--- src/rtl/uart_pkg.sv ---
// Shared definitions for the UART transmit arbiter: FSM state encoding and
// byte/timeout constants.
package uart_pkg;
  typedef enum logic [1:0] {
    ST_IDLE,
    ST_ISSUE,
    ST_SETTLE,
    ST_DRAIN
  } arbState_t;

  localparam int UART_BYTE_W   = 8;
  localparam int ISSUE_TIMEOUT = 255;
endpackage

--- src/rtl/uart_tx_arbiter_rr_pick.sv ---
// Combinational round-robin picker: first requester at or after the start
// pointer (wrapping), returned as one-hot grant plus binary index.
module rr_pick #(
  parameter int N_REQ = 4,
  parameter int IW    = $clog2(N_REQ)
) (
  input  logic [N_REQ-1:0] i_req,
  input  logic [IW-1:0]    i_ptr,
  output logic [N_REQ-1:0] o_grant,
  output logic [IW-1:0]    o_idx,
  output logic             o_any
);

  int          candInt;
  logic [IW-1:0] cand;

  always_comb begin
    o_grant = '0;
    o_idx   = '0;
    o_any   = 1'b0;
    candInt = 0;
    cand    = '0;
    for (int off = 0; off < N_REQ; off++) begin
      candInt = int'(i_ptr) + off;
      if (candInt >= N_REQ) candInt = candInt - N_REQ;
      cand = IW'(candInt);
      if (!o_any && i_req[cand]) begin
        o_any         = 1'b1;
        o_grant[cand] = 1'b1;
        o_idx         = cand;
      end
    end
  end

endmodule

--- src/rtl/uart_tx_arbiter.sv ---
// Round-robin arbiter sharing one UART transmitter among N_REQ byte-stream
// requesters; a grant is held for a whole packet so packets never interleave.
module uart_tx_arbiter
  import uart_pkg::*;
#(
  parameter int N_REQ   = 4,
  parameter int MAX_PKT = 16,
  parameter int SETTLE  = 2
) (
  input  logic                        clk_x4,
  input  logic                        rst_x,
  input  logic [N_REQ-1:0]            i_req,
  input  logic [UART_BYTE_W*N_REQ-1:0] i_req_data,
  input  logic [N_REQ-1:0]            i_req_last,
  output logic [N_REQ-1:0]            o_req_ack,
  output logic [N_REQ-1:0]            o_grant,
  output logic [UART_BYTE_W-1:0]      o_uart_data,
  output logic                        o_uart_valid,
  input  logic                        i_uart_busy,
  input  logic                        i_uart_error,
  output logic                        o_error
);

  localparam int IW = $clog2(N_REQ);
  localparam int CW = $clog2(MAX_PKT + 1);
  localparam int SW = $clog2(SETTLE + 1);

  arbState_t              state_q;
  logic [N_REQ-1:0]       grant_q, ack_q, pickGrant;
  logic [IW-1:0]          owner_q, rrPtr_q, pickIdx, rrNext_d;
  logic                   pickAny;
  logic [CW-1:0]          count_q, count_d;
  logic                   last_q;
  logic [SW-1:0]          settle_q;
  logic [7:0]             tmo_q;
  logic [UART_BYTE_W-1:0] data_q, ownerByte_d;
  logic                   valid_q, error_q;

  rr_pick #(.N_REQ(N_REQ), .IW(IW)) u_pick (
    .i_req   (i_req),
    .i_ptr   (rrPtr_q),
    .o_grant (pickGrant),
    .o_idx   (pickIdx),
    .o_any   (pickAny)
  );

  always_comb begin
    ownerByte_d = i_req_data[int'(owner_q)*UART_BYTE_W +: UART_BYTE_W];
    count_d     = (count_q == CW'(MAX_PKT)) ? count_q : count_q + CW'(1);
    rrNext_d    = (int'(owner_q) == N_REQ - 1) ? '0 : owner_q + IW'(1);
  end

  // A stalled owner keeps the grant in ISSUE/DRAIN: packet integrity beats fairness.
  always_ff @(posedge clk_x4 or posedge rst_x) begin
    if (rst_x) begin
      state_q  <= ST_IDLE;
      grant_q  <= '0;
      owner_q  <= '0;
      rrPtr_q  <= '0;
      count_q  <= '0;
      last_q   <= 1'b0;
      settle_q <= '0;
      tmo_q    <= '0;
      ack_q    <= '0;
      valid_q  <= 1'b0;
      data_q   <= '0;
      error_q  <= 1'b0;
    end else begin
      ack_q   <= '0;
      valid_q <= 1'b0;
      if (i_uart_error) error_q <= 1'b1;
      case (state_q)
        ST_IDLE: begin
          if (pickAny) begin
            grant_q <= pickGrant;
            owner_q <= pickIdx;
            tmo_q   <= '0;
            state_q <= ST_ISSUE;
          end
        end
        ST_ISSUE: begin
          if (i_uart_busy) begin
            if (tmo_q == 8'(ISSUE_TIMEOUT)) begin
              error_q <= 1'b1;
              grant_q <= '0;
              count_q <= '0;
              rrPtr_q <= rrNext_d;
              tmo_q   <= '0;
              state_q <= ST_IDLE;
            end else begin
              tmo_q <= tmo_q + 8'd1;
            end
          end else begin
            tmo_q <= '0;
            if (i_req[owner_q]) begin
              valid_q  <= 1'b1;
              data_q   <= ownerByte_d;
              ack_q    <= grant_q;
              count_q  <= count_d;
              last_q   <= i_req_last[owner_q];
              settle_q <= '0;
              state_q  <= ST_SETTLE;
            end
          end
        end
        ST_SETTLE: begin
          if (settle_q == SW'(SETTLE - 1)) state_q <= ST_DRAIN;
          else settle_q <= settle_q + SW'(1);
        end
        ST_DRAIN: begin
          if (!i_uart_busy) begin
            if (last_q || count_q == CW'(MAX_PKT)) begin
              grant_q <= '0;
              count_q <= '0;
              rrPtr_q <= rrNext_d;
              state_q <= ST_IDLE;
            end else if (i_req[owner_q]) begin
              tmo_q   <= '0;
              state_q <= ST_ISSUE;
            end
          end
        end
        default: state_q <= ST_IDLE;
      endcase
    end
  end

  assign o_req_ack    = ack_q;
  assign o_grant      = grant_q;
  assign o_uart_data  = data_q;
  assign o_uart_valid = valid_q;
  assign o_error      = error_q;

endmodule

--- config.mk ---
export PLATFORM = sky130hd
export DESIGN_NAME = uart_tx_arbiter
export DESIGN_NICKNAME = d
export VERILOG_FILES = /design/src/rtl/uart_pkg.sv /design/src/rtl/uart_tx_arbiter_rr_pick.sv /design/src/rtl/uart_tx_arbiter.sv
export SDC_FILE = /design/constraint.sdc
export NUM_CORES = 1
export LEC_CHECK = 0
export CORE_MARGIN = 2
export CORE_UTILIZATION = 40
export CTS_BUF_LIST = sky130_fd_sc_hd__clkbuf_4 sky130_fd_sc_hd__clkbuf_8
export CTS_CLUSTER_SIZE = 30
export DETAILED_ROUTE_END_ITERATION = 10
export GPL_TIMING_DRIVEN = 0
export PLACE_DENSITY_LB_ADDON = 0.3
export REMOVE_ABC_BUFFERS = 1
export SETUP_SLACK_MARGIN = 0.05
export SYNTH_ARGS = -nofsm -noshare
export SYNTH_HDL_FRONTEND = slang
export SYNTH_SLANG_ARGS = --single-unit
--- constraint.sdc ---
create_clock -name clk_x4 -period 2.6 [get_ports clk_x4]
set_input_delay 0.52 -clock clk_x4 [delete_from_list [all_inputs] [get_ports clk_x4]]
set_output_delay 0.52 -clock clk_x4 [all_outputs]
set_load 0.02 [all_outputs]
# Word level (Yosys, flattened, before mapping)
# Index checks and enable logic that the tools add are counted.
# op_classes
add_sub_neg	11
magnitude_cmp	13
eq_ne	22
shift	1
muxes	85
bitwise	4
reduce_logical	23
# op_table
operator	n
2-to-1 mux 2 bit	24
2-to-1 mux 4 bit	12
2-to-1 mux 8 bit	6
variable part select 32 x 6 -> 8 bit	1
2-to-1 mux 5 bit	6
one-hot mux 8 bit (3 select lines)	1
inequality test 2 bit (second input constant)	11
2-to-1 mux 1 bit	21
AND reduction 6 bit	3
< comparator 2 x 3 -> 1 bit (second input constant)	5
binary-select mux 1 bit (select 2 bit)	6
inequality test 3 bit (second input constant)	4
OR 4 bit	3
one-hot mux 4 bit (3 select lines)	1
one-hot mux 5 bit (2 select lines)	1
AND reduction 5 bit	2
>= comparator 3 bit (second input constant)	3
adder 8 x 1 -> 8 bit (second input constant)	1
demux 1 bit (select 2 bit)	4
equality test 8 bit (second input constant)	1
>= comparator 2 x 1 -> 1 bit (second input constant)	4
one-hot mux 2 bit (2 select lines)	2
one-hot mux 2 bit (4 select lines)	1
subtractor 2 x 1 -> 2 bit (second input constant)	4
other kinds (18)	32
# word_totals
register_bits	40
inputBits	44
output_inout_bits	18
word_cells	171

# Depth between registers and ports, before layout
# Gate-level depths: netlist of run 1.
# depth
depth_word	16
depth_mapped	10
depth_no_buf	7

# Modules after synthesis
# Synthesis of run 1 repeated with hierarchy kept, for this count alone.
# unflattened
hier_cells	235
hier_area_um2	2598.7
# modules_own_cells
module	instances	cells_per_inst	area_per_inst_um2	seq_area_each_um2
uart_tx_arbiter	1	190	2177.1	1001.0
rr_pick	1	45	421.7	0.0

# Worst setup path before layout of run 1
# Ideal clock, no wire load.
# synth_path
path_type	register to register
startpoint	register rrPtr_q[0]
endpoint	register grant_q[0], in the netlist o_grant[0]
t_arrival_ns	2.609
t_required_ns	2.479
slack_ns	-0.130
stages_incl_launch_ff	10
n_path_buf	3
period_less_slack_ns	2.730
path_cell_list	dfrtp_1 buf_6 clkbuf_1 inv_1 ha_1 buf_2 mux4_2 nor4_4 nor3_2 a22o_1
# synth_between
elab_chain_cells	16
elab_cells_between_ends	64
classes_between	add/sub: 7; order compare: 12; eq/ne: 1; mux: 30; bitwise: 3; reduce/logical: 11
# synth_rtl
element	line	text
start, declared	uart_tx_arbiter.sv:30	logic [IW-1:0] owner_q, rrPtr_q, pickIdx, rrNext_d;
start signal, assigned	uart_tx_arbiter.sv:87	rrPtr_q <= rrNext_d;
start signal, assigned	uart_tx_arbiter.sv:115	rrPtr_q <= rrNext_d;
branches (longest 16 deep; another with adder 2 x 1 -> 3 bit)	--	
end signal, assigned	uart_tx_arbiter.sv:75	grant_q <= pickGrant;
end, declared	uart_tx_arbiter.sv:29	logic [N_REQ-1:0] grant_q, ack_q, pickGrant;
# Parallel ways; which one is timed is not known. The select of a mux whose other input is x is not followed.
# A chain may end at the register's enable or synchronous reset.

# Final worst setup path of run 1
# layout_path
startpoint	register rrPtr_q[0]
endpoint	register tmo_q[6]
# layout_between
elab_chain_cells	16
elab_cells_between_ends	35
classes_between	add/sub: 7; order compare: 4; eq/ne: 1; mux: 16; reduce/logical: 7
# layout_rtl
element	line	text
branches (longest 13 deep; another with adder 2 x 1 -> 3 bit)	--	
2-to-1 mux 1 bit *	uart_tx_arbiter_rr_pick.sv:27	if (!o_any && i_req[cand]) begin
inequality test 2 bit (no line) *	--	
AND reduction 5 bit (no line) *	--	
end signal, assigned	uart_tx_arbiter.sv:91	tmo_q <= tmo_q + 8'd1;
end, declared	uart_tx_arbiter.sv:35	logic [7:0] tmo_q;
# Every way passes the cells marked *. The select of a mux whose other input is x is not followed.

==> results_dict.tcl, run 1 <==
set metrics [dict create \
    wl_per_cell_um 15.2 \
    hp-class "reg -> reg" \
    multiInputGateArea_um2 1670 \
    pwr-share-seq 0.289 \
    htreeDepth 2 \
    place.gp.congestion 0.830 \
    synthMuxAreaShare 0.174 \
    io_pins 62 \
    root_buffer "clkbuf_8" \
    drv_slew 0 \
    ant_nets 0 \
    core_area_um2 6760 \
    track_usage 0.178 \
    fmax_mhz 408 \
    synthFlopType "dfrtp_1" \
    yosys_warnings 0 \
    io_buffers 61 \
    final_util 0.535 \
    cp-end-kind "register" \
    synth-edff-count 0 \
    nNetsFinal 394 \
    synth-xor-area-share 0 \
    setup_viol_count_final 0 \
    async_reset_ff_frac 1.00 \
    post-place-cells 403 \
    fin_worst_skew_ps 7.23 \
    core.rowCount 30 \
    p_switching_uw 1570 \
    cts_max_path_buffers 2 \
    drive_gt1_frac 0.156 \
    grt_pass1_wl_mm 10.8 \
    cts.sinks 40 \
    overflow 0 \
    grt_pass1_vias 2330 \
    p_int_uw 2170 \
    synth_top_family_by_area "simple AND/OR/NAND/NOR gates" \
    hpwl_mm 4.59 \
    power_per_cell_area_nw_per_um2 1030 \
    final_cells 419 \
    cp-start-kind "register" \
    clkLatencyLatePin_ps 290 \
    via_per_inst 5.63 \
    cts_tree "done" \
    synth_area_leaders "dfrtp_1 36%, mux4_2 9.8%, ha_1 5.4%, nand2_1 5.4%, mux2i_1 3.3%" \
    status "finished clean" \
    dieArea_um2 7590 \
    areaGrowthSynthToFinish_pct 30.8 \
    hold_viol_final 0 \
    synth-simple-area-share 0.192 \
    drc 0 \
    synth_area_per_cell_um2 9.97 \
    fp.dieW_um 87.1 \
    drt_iter0_drc 102 \
    start_util 0.409 \
    n_antenna_cell 0 \
    grt_max_degree 41 \
    pwr-share-clk 0.134 \
    num_vias 2360 \
    period_minus_slack_ps 2450 \
    synthAdderAreaFrac 0.0543 \
    pwr-share-comb 0.577 \
    cap_viol_max_count 0 \
    post-synth-top-area-cell "dfrtp_1" \
    dp_worst_setup_slack_ps -719 \
    netlist_area_um2 2760 \
    rsz0062_at_grt "no" \
    required_ps 2830 \
    cts_made_buffers 5 \
    p_leak_uw 0.00151 \
    wl_mm 6.35 \
    yosysTopAreaCellShare 0.362 \
    antenna_found_initial 0 \
    worstMarginPinSlew_ps 805 \
    ys_types 56 \
    finalPower_uw 3740 \
    nFillCells 600 \
    regArea_um2 1010 \
    crit_path_max_fanout 8 \
    synth_compound_area_frac 0.173 \
    first_pass_iters 4 \
    syn_inst 277 \
    clk_transition_reported_paths_ps 80 \
    cts_hold_buffers 0 \
    slew_headroom 0.463 \
    cp_data_arrival_time_ps 2680 \
    p_sw_frac 0.419 \
    seq_area_frac_synth 0.362 \
    min_period_over_period 0.942 \
    criticalPathCategory "reg -> reg" \
    ir_drop_v 0.000640 \
    hold_ws_ps 478 \
    die_height_um 87.1 \
    ys_seq_elements 40 \
    worst_slack_ps 150 \
]
[cell usage after synthesis (4+ instances only)]
cell type  instances
dfrtp_1           40
nand2_1           40
nor2_1            18
ha_1              12
inv_1             12
mux4_2            12
o21ai_0           10
mux2i_1            9
o21ai_1            8
nand2b_1           7
o31ai_1            7
buf_2              6
nand3_1            6
a21oi_1            5
a22o_1             5
and2_1             5
clkbuf_1           5
mux2_2             5
o22ai_1            5
and3_1             4
o2bb2ai_1          4
[repair_timing]
action	in CTS	in global routing
resized for setup	7	6
pin swaps	1	1
setup endpoints to repair	30	25
setup buffers	4	4
[logic make-up (layout without fill, tap and decap cells)]
kind of cell | Yosys count | count (layout)
compound gates | 67 | 67
buf+inv | 27 | 89
flops | 40 | 40
mux | 29 | 29
simple gates | 102 | 102
fa+ha+maj | 12 | 12
[cell type report]
type                       instances  share of cell area
multi-input combinational        210               0.463
sequential                        40               0.279
timing repair buffer              69               0.186
tap                               80              0.0277
clock buffer                       5              0.0190
inverter                          12              0.0135
clock inverter                     3              0.0118
[state kept, by name, indices dropped and copies added (netlist names), 2 cells and up, named ones only]
register,flops
o_uart_data,8
count_q,5
rrPtr_q,2
owner_q,2
o_grant,4
o_req_ack,4
settle_q,2
tmo_q,8
[worst max-delay path, cell delays in order (launching register included)]
cell	delay, ps
dfrtp_4	510
inv_1	240
ha_4	240
mux4_2	560
nor4_4	260
buf_4	180
o22a_4	190
a21oi_1	70
a21oi_2	140
[layout by cell type (no fill, tap or decap), drive strengths merged, types with 6 or more instances in the layout]
master	netlist	routed
dfrtp	40	40
buf	9	8
nor2	21	21
a21oi	7	7
mux2	6	6
mux4	14	14
inv	12	11
mux2i	9	9
nand2	40	40
nand2b	7	7
ha	12	12
nand3	6	6
o31ai	7	7
clkdlybuf4s50	0	60
o21ai	18	18
[stage by stage]
stage / setup TNS [ps] / cell area, um2
2_1_floorplan: -3130 / 2690
3_3_place_gp: -12860 / 3400
3_5_place_dp: -13610 / 3400
4_1_cts: 0 / 3560
5_1_grt: 0 / 3610
6_report: 0 / 3610
[final timing paths]
| kind | start | endpoint | slack [ps] | cells after the start |
|---|---|---|---|---|
| max reg2reg | rrPtr_q[0]$_DFFE_PP0P_ | tmo_q[6]$_DFFE_PP0P_ | 150 | 8 |
| max in group asynchronous | rst_x | rrPtr_q[0]$_DFFE_PP0P_ | 1310 | 2 |
| min in group asynchronous | rst_x | tmo_q[5]$_DFFE_PP0P_ | 700 | 2 |
| max | rrPtr_q[0]$_DFFE_PP0P_ | tmo_q[6]$_DFFE_PP0P_ | 150 | 8 |
| min reg2reg | o_uart_data[1]$_DFFE_PP0P_ | o_uart_data[1]$_DFFE_PP0P_ | 480 | 2 |
| min | o_uart_data[1]$_DFFE_PP0P_ | o_uart_data[1]$_DFFE_PP0P_ | 480 | 2 |
[power by group through the flow]
stage / clock network (uW) / registers (uW) / logic [uW]
2_1_floorplan: 0 / 1190 / 1310
3_3_place_gp: 0 / 1160 / 1900
3_5_place_dp: 0 / 1160 / 1940
4_1_cts: 514 / 1100 / 2070
5_1_grt: 542 / 1120 / 2380
6_report: 501 / 1080 / 2160
[layer usage]
layer	wire, um	share of wire	vias to the layer above	GRT usage
li1	-	-	1156	-
met1	2790	0.44	1144	0.219
met2	3140	0.49	51	0.310
met3	301	0.047	9	0.0332
met4	119	0.019	0	0.0699
met5	0	0	-	0
(Power assumes the default switching activity.)
==> inputs of run 2 (changes only) <==
- CORE_ASPECT_RATIO: not set -> 0.75
==> run 2 against run 1 <==
Cell area grew 0.90%. Clock power rose by 6.8%. Worst hold slack better by 7.2 ps. Worst setup slack got worse by 13 ps. Critical path type is now in -> reg. Critical endpoint is now count_q[0]$_DFFE_PP0P_. Largest cell class unchanged.
==> results_dict.tcl, run 2 (same netlist as run 1, synthesis figures left out) <==
set metrics [dict create \
    final_util 0.541 \
    power_per_cell_area_nw_per_um2 1050 \
    dieArea_um2 7590 \
    wl_per_cell_um 16.0 \
    via_per_inst 5.69 \
    track_usage 0.184 \
    grt_pass1_vias 2356 \
    n_antenna_cell 0 \
    worst-path-buf-inv 1 \
    areaGrowthSynthToFinish_pct 32.0 \
    fp.dieW_um 100 \
    htreeDepth 2 \
    cts_made_buffers 5 \
    status "finished clean" \
    min_period_over_period 0.947 \
    ant_nets 0 \
    cp_top_family "multiplexers" \
    drv_slew 0 \
    crit_path_max_fanout 11 \
    required_ps 2790 \
    grt_max_degree 41 \
    worstMarginPinSlew_ps 814 \
    drive_gt1_frac 0.167 \
    clkLatencyLatePin_ps 300 \
    drt_iter0_drc 118 \
    cap_viol_max_count 0 \
    wl_mm 6.81 \
    rsz0062_at_grt "no" \
    cp-start-kind "primary input" \
    path_cells "clkdlybuf4s50_1 -> mux4_2 -> and2_1 -> nor2_2 -> or3_4 -> mux2_1" \
    fin_worst_skew_ps 11.0 \
    multiInputGateArea_um2 1670 \
    io_pins 62 \
    slowest_delay_ps 570 \
    regToRegSetupSlack_ps 160 \
    hold_viol_final 0 \
    cts_tree "done" \
    cts.sinks 40 \
    fmax_mhz 406 \
    slew_headroom 0.457 \
    layout_commonest_cell "clkdlybuf4s50_1" \
    period_minus_slack_ps 2460 \
    die_height_um 76.0 \
    io_buffers 61 \
    first_pass_iters 4 \
    slowest_stage "clkdlybuf4s50_1" \
    nNetsFinal 397 \
    clk_transition_reported_paths_ps 90 \
    antenna_found_initial 0 \
    hpwl_mm 4.71 \
    cts_max_path_buffers 2 \
    cts_hold_buffers 0 \
    place_area_um2 3400 \
    overflow 0 \
    layout_common_cells "59 x clkdlybuf4s50_1, 39 x nand2_1, 37 x dfrtp_1" \
    core_area_um2 6730 \
    nFillCells 616 \
    design_area_um2 3650 \
    start_util 0.410 \
    ir_drop_v 0.000527 \
    criticalPathCategory "in -> reg" \
    regArea_um2 1010 \
    drc 0 \
    num_vias 2424 \
    place.gp.congestion 0.882 \
    p_leak_uw 0.00152 \
    cp_data_arrival_time_ps 2650 \
    hold_ws_ps 485 \
    grt_pass1_wl_mm 11.2 \
    tns_ps 0 \
    cp-end-kind "register" \
    root_buffer "clkbuf_8" \
    hp-class "reg -> reg" \
    setup_viol_count_final 0 \
    core.rowCount 26 \
]
-- run 2: cell count changes in the layout (fill, tap and decap cells not counted), sizes merged --
cell	change
buf	+3
dlymetal6s2s	+1
clkinvlp	+1
clkdlybuf4s50	-1
clkinv	-1
-- run 2: what timing repair did --
action                     4_1_cts  5_1_grt
setup endpoints to repair       30       13
pin swaps                        1        0
hold endpoints to repair         0        0
setup buffers                    4        7
gates resized for setup         10        4
-- run 2: path summary, 6_finish.rpt --
kind / startpoint / to / depth (start not counted)
max: i_req[1] / count_q[0]$_DFFE_PP0P_ / 6
min: o_uart_data[7]$_DFFE_PP0P_ / o_uart_data[7]$_DFFE_PP0P_ / 2
max reg2reg: rrPtr_q[0]$_DFFE_PP0P_ / o_grant[0]$_DFFE_PP0P_ / 7
min reg2reg: o_uart_data[7]$_DFFE_PP0P_ / o_uart_data[7]$_DFFE_PP0P_ / 2
max in group asynchronous: rst_x / rrPtr_q[0]$_DFFE_PP0P_ / 2
min in group asynchronous: rst_x / o_error$_DFF_PP0_ / 2
-- run 2: final cells by class --
class                           instances  area share
Multi-Input combinational cell        210       0.457
Timing Repair Buffer                   72       0.191
Tap cell                               84      0.0288
Clock inverter                          3      0.0127
Inverter                               12      0.0144
Clock buffer                            5      0.0189
Sequential cell                        40       0.276
-- run 2: worst reg2reg max path, cell delays in order, from the launching register on --
cell and delay (ps):
dfrtp_4 470, clkinvlp_4 170, ha_4 370, mux4_2 570
or2_1 290, nor2_4 210, o2bb2ai_1 150, a22o_1 160
-- run 2: through the flow --
stage               total power [uW]  cells  worst slack, ps
floorplan                       2490    262             -257
global placement                3070    407             -714
detailed placement              3110    407             -754
CTS                             3770    419             74.6
global route                    4140    426             61.4
finish                          3840    426              137
-- run 2: power breakdown --
| group | switching [uW] | total [uW] | leakage (uW) | internal (uW) |
|---|---|---|---|---|
| Clock | 246 | 535 | 0.0000548 | 289 |
| Sequential | 260 | 1090 | 0.000514 | 825 |
| Combinational | 1130 | 2210 | 0.000955 | 1090 |
| Total | 1630 | 3840 | 0.00152 | 2200 |
-- run 2: metal layers --
| metal | track usage | part of all wire |
|---|---|---|
| met5 | 0 | 0 |
| met4 | 0.0534 | 0.011 |
| met3 | 0.0514 | 0.083 |
| met2 | 0.272 | 0.43 |
| met1 | 0.263 | 0.47 |
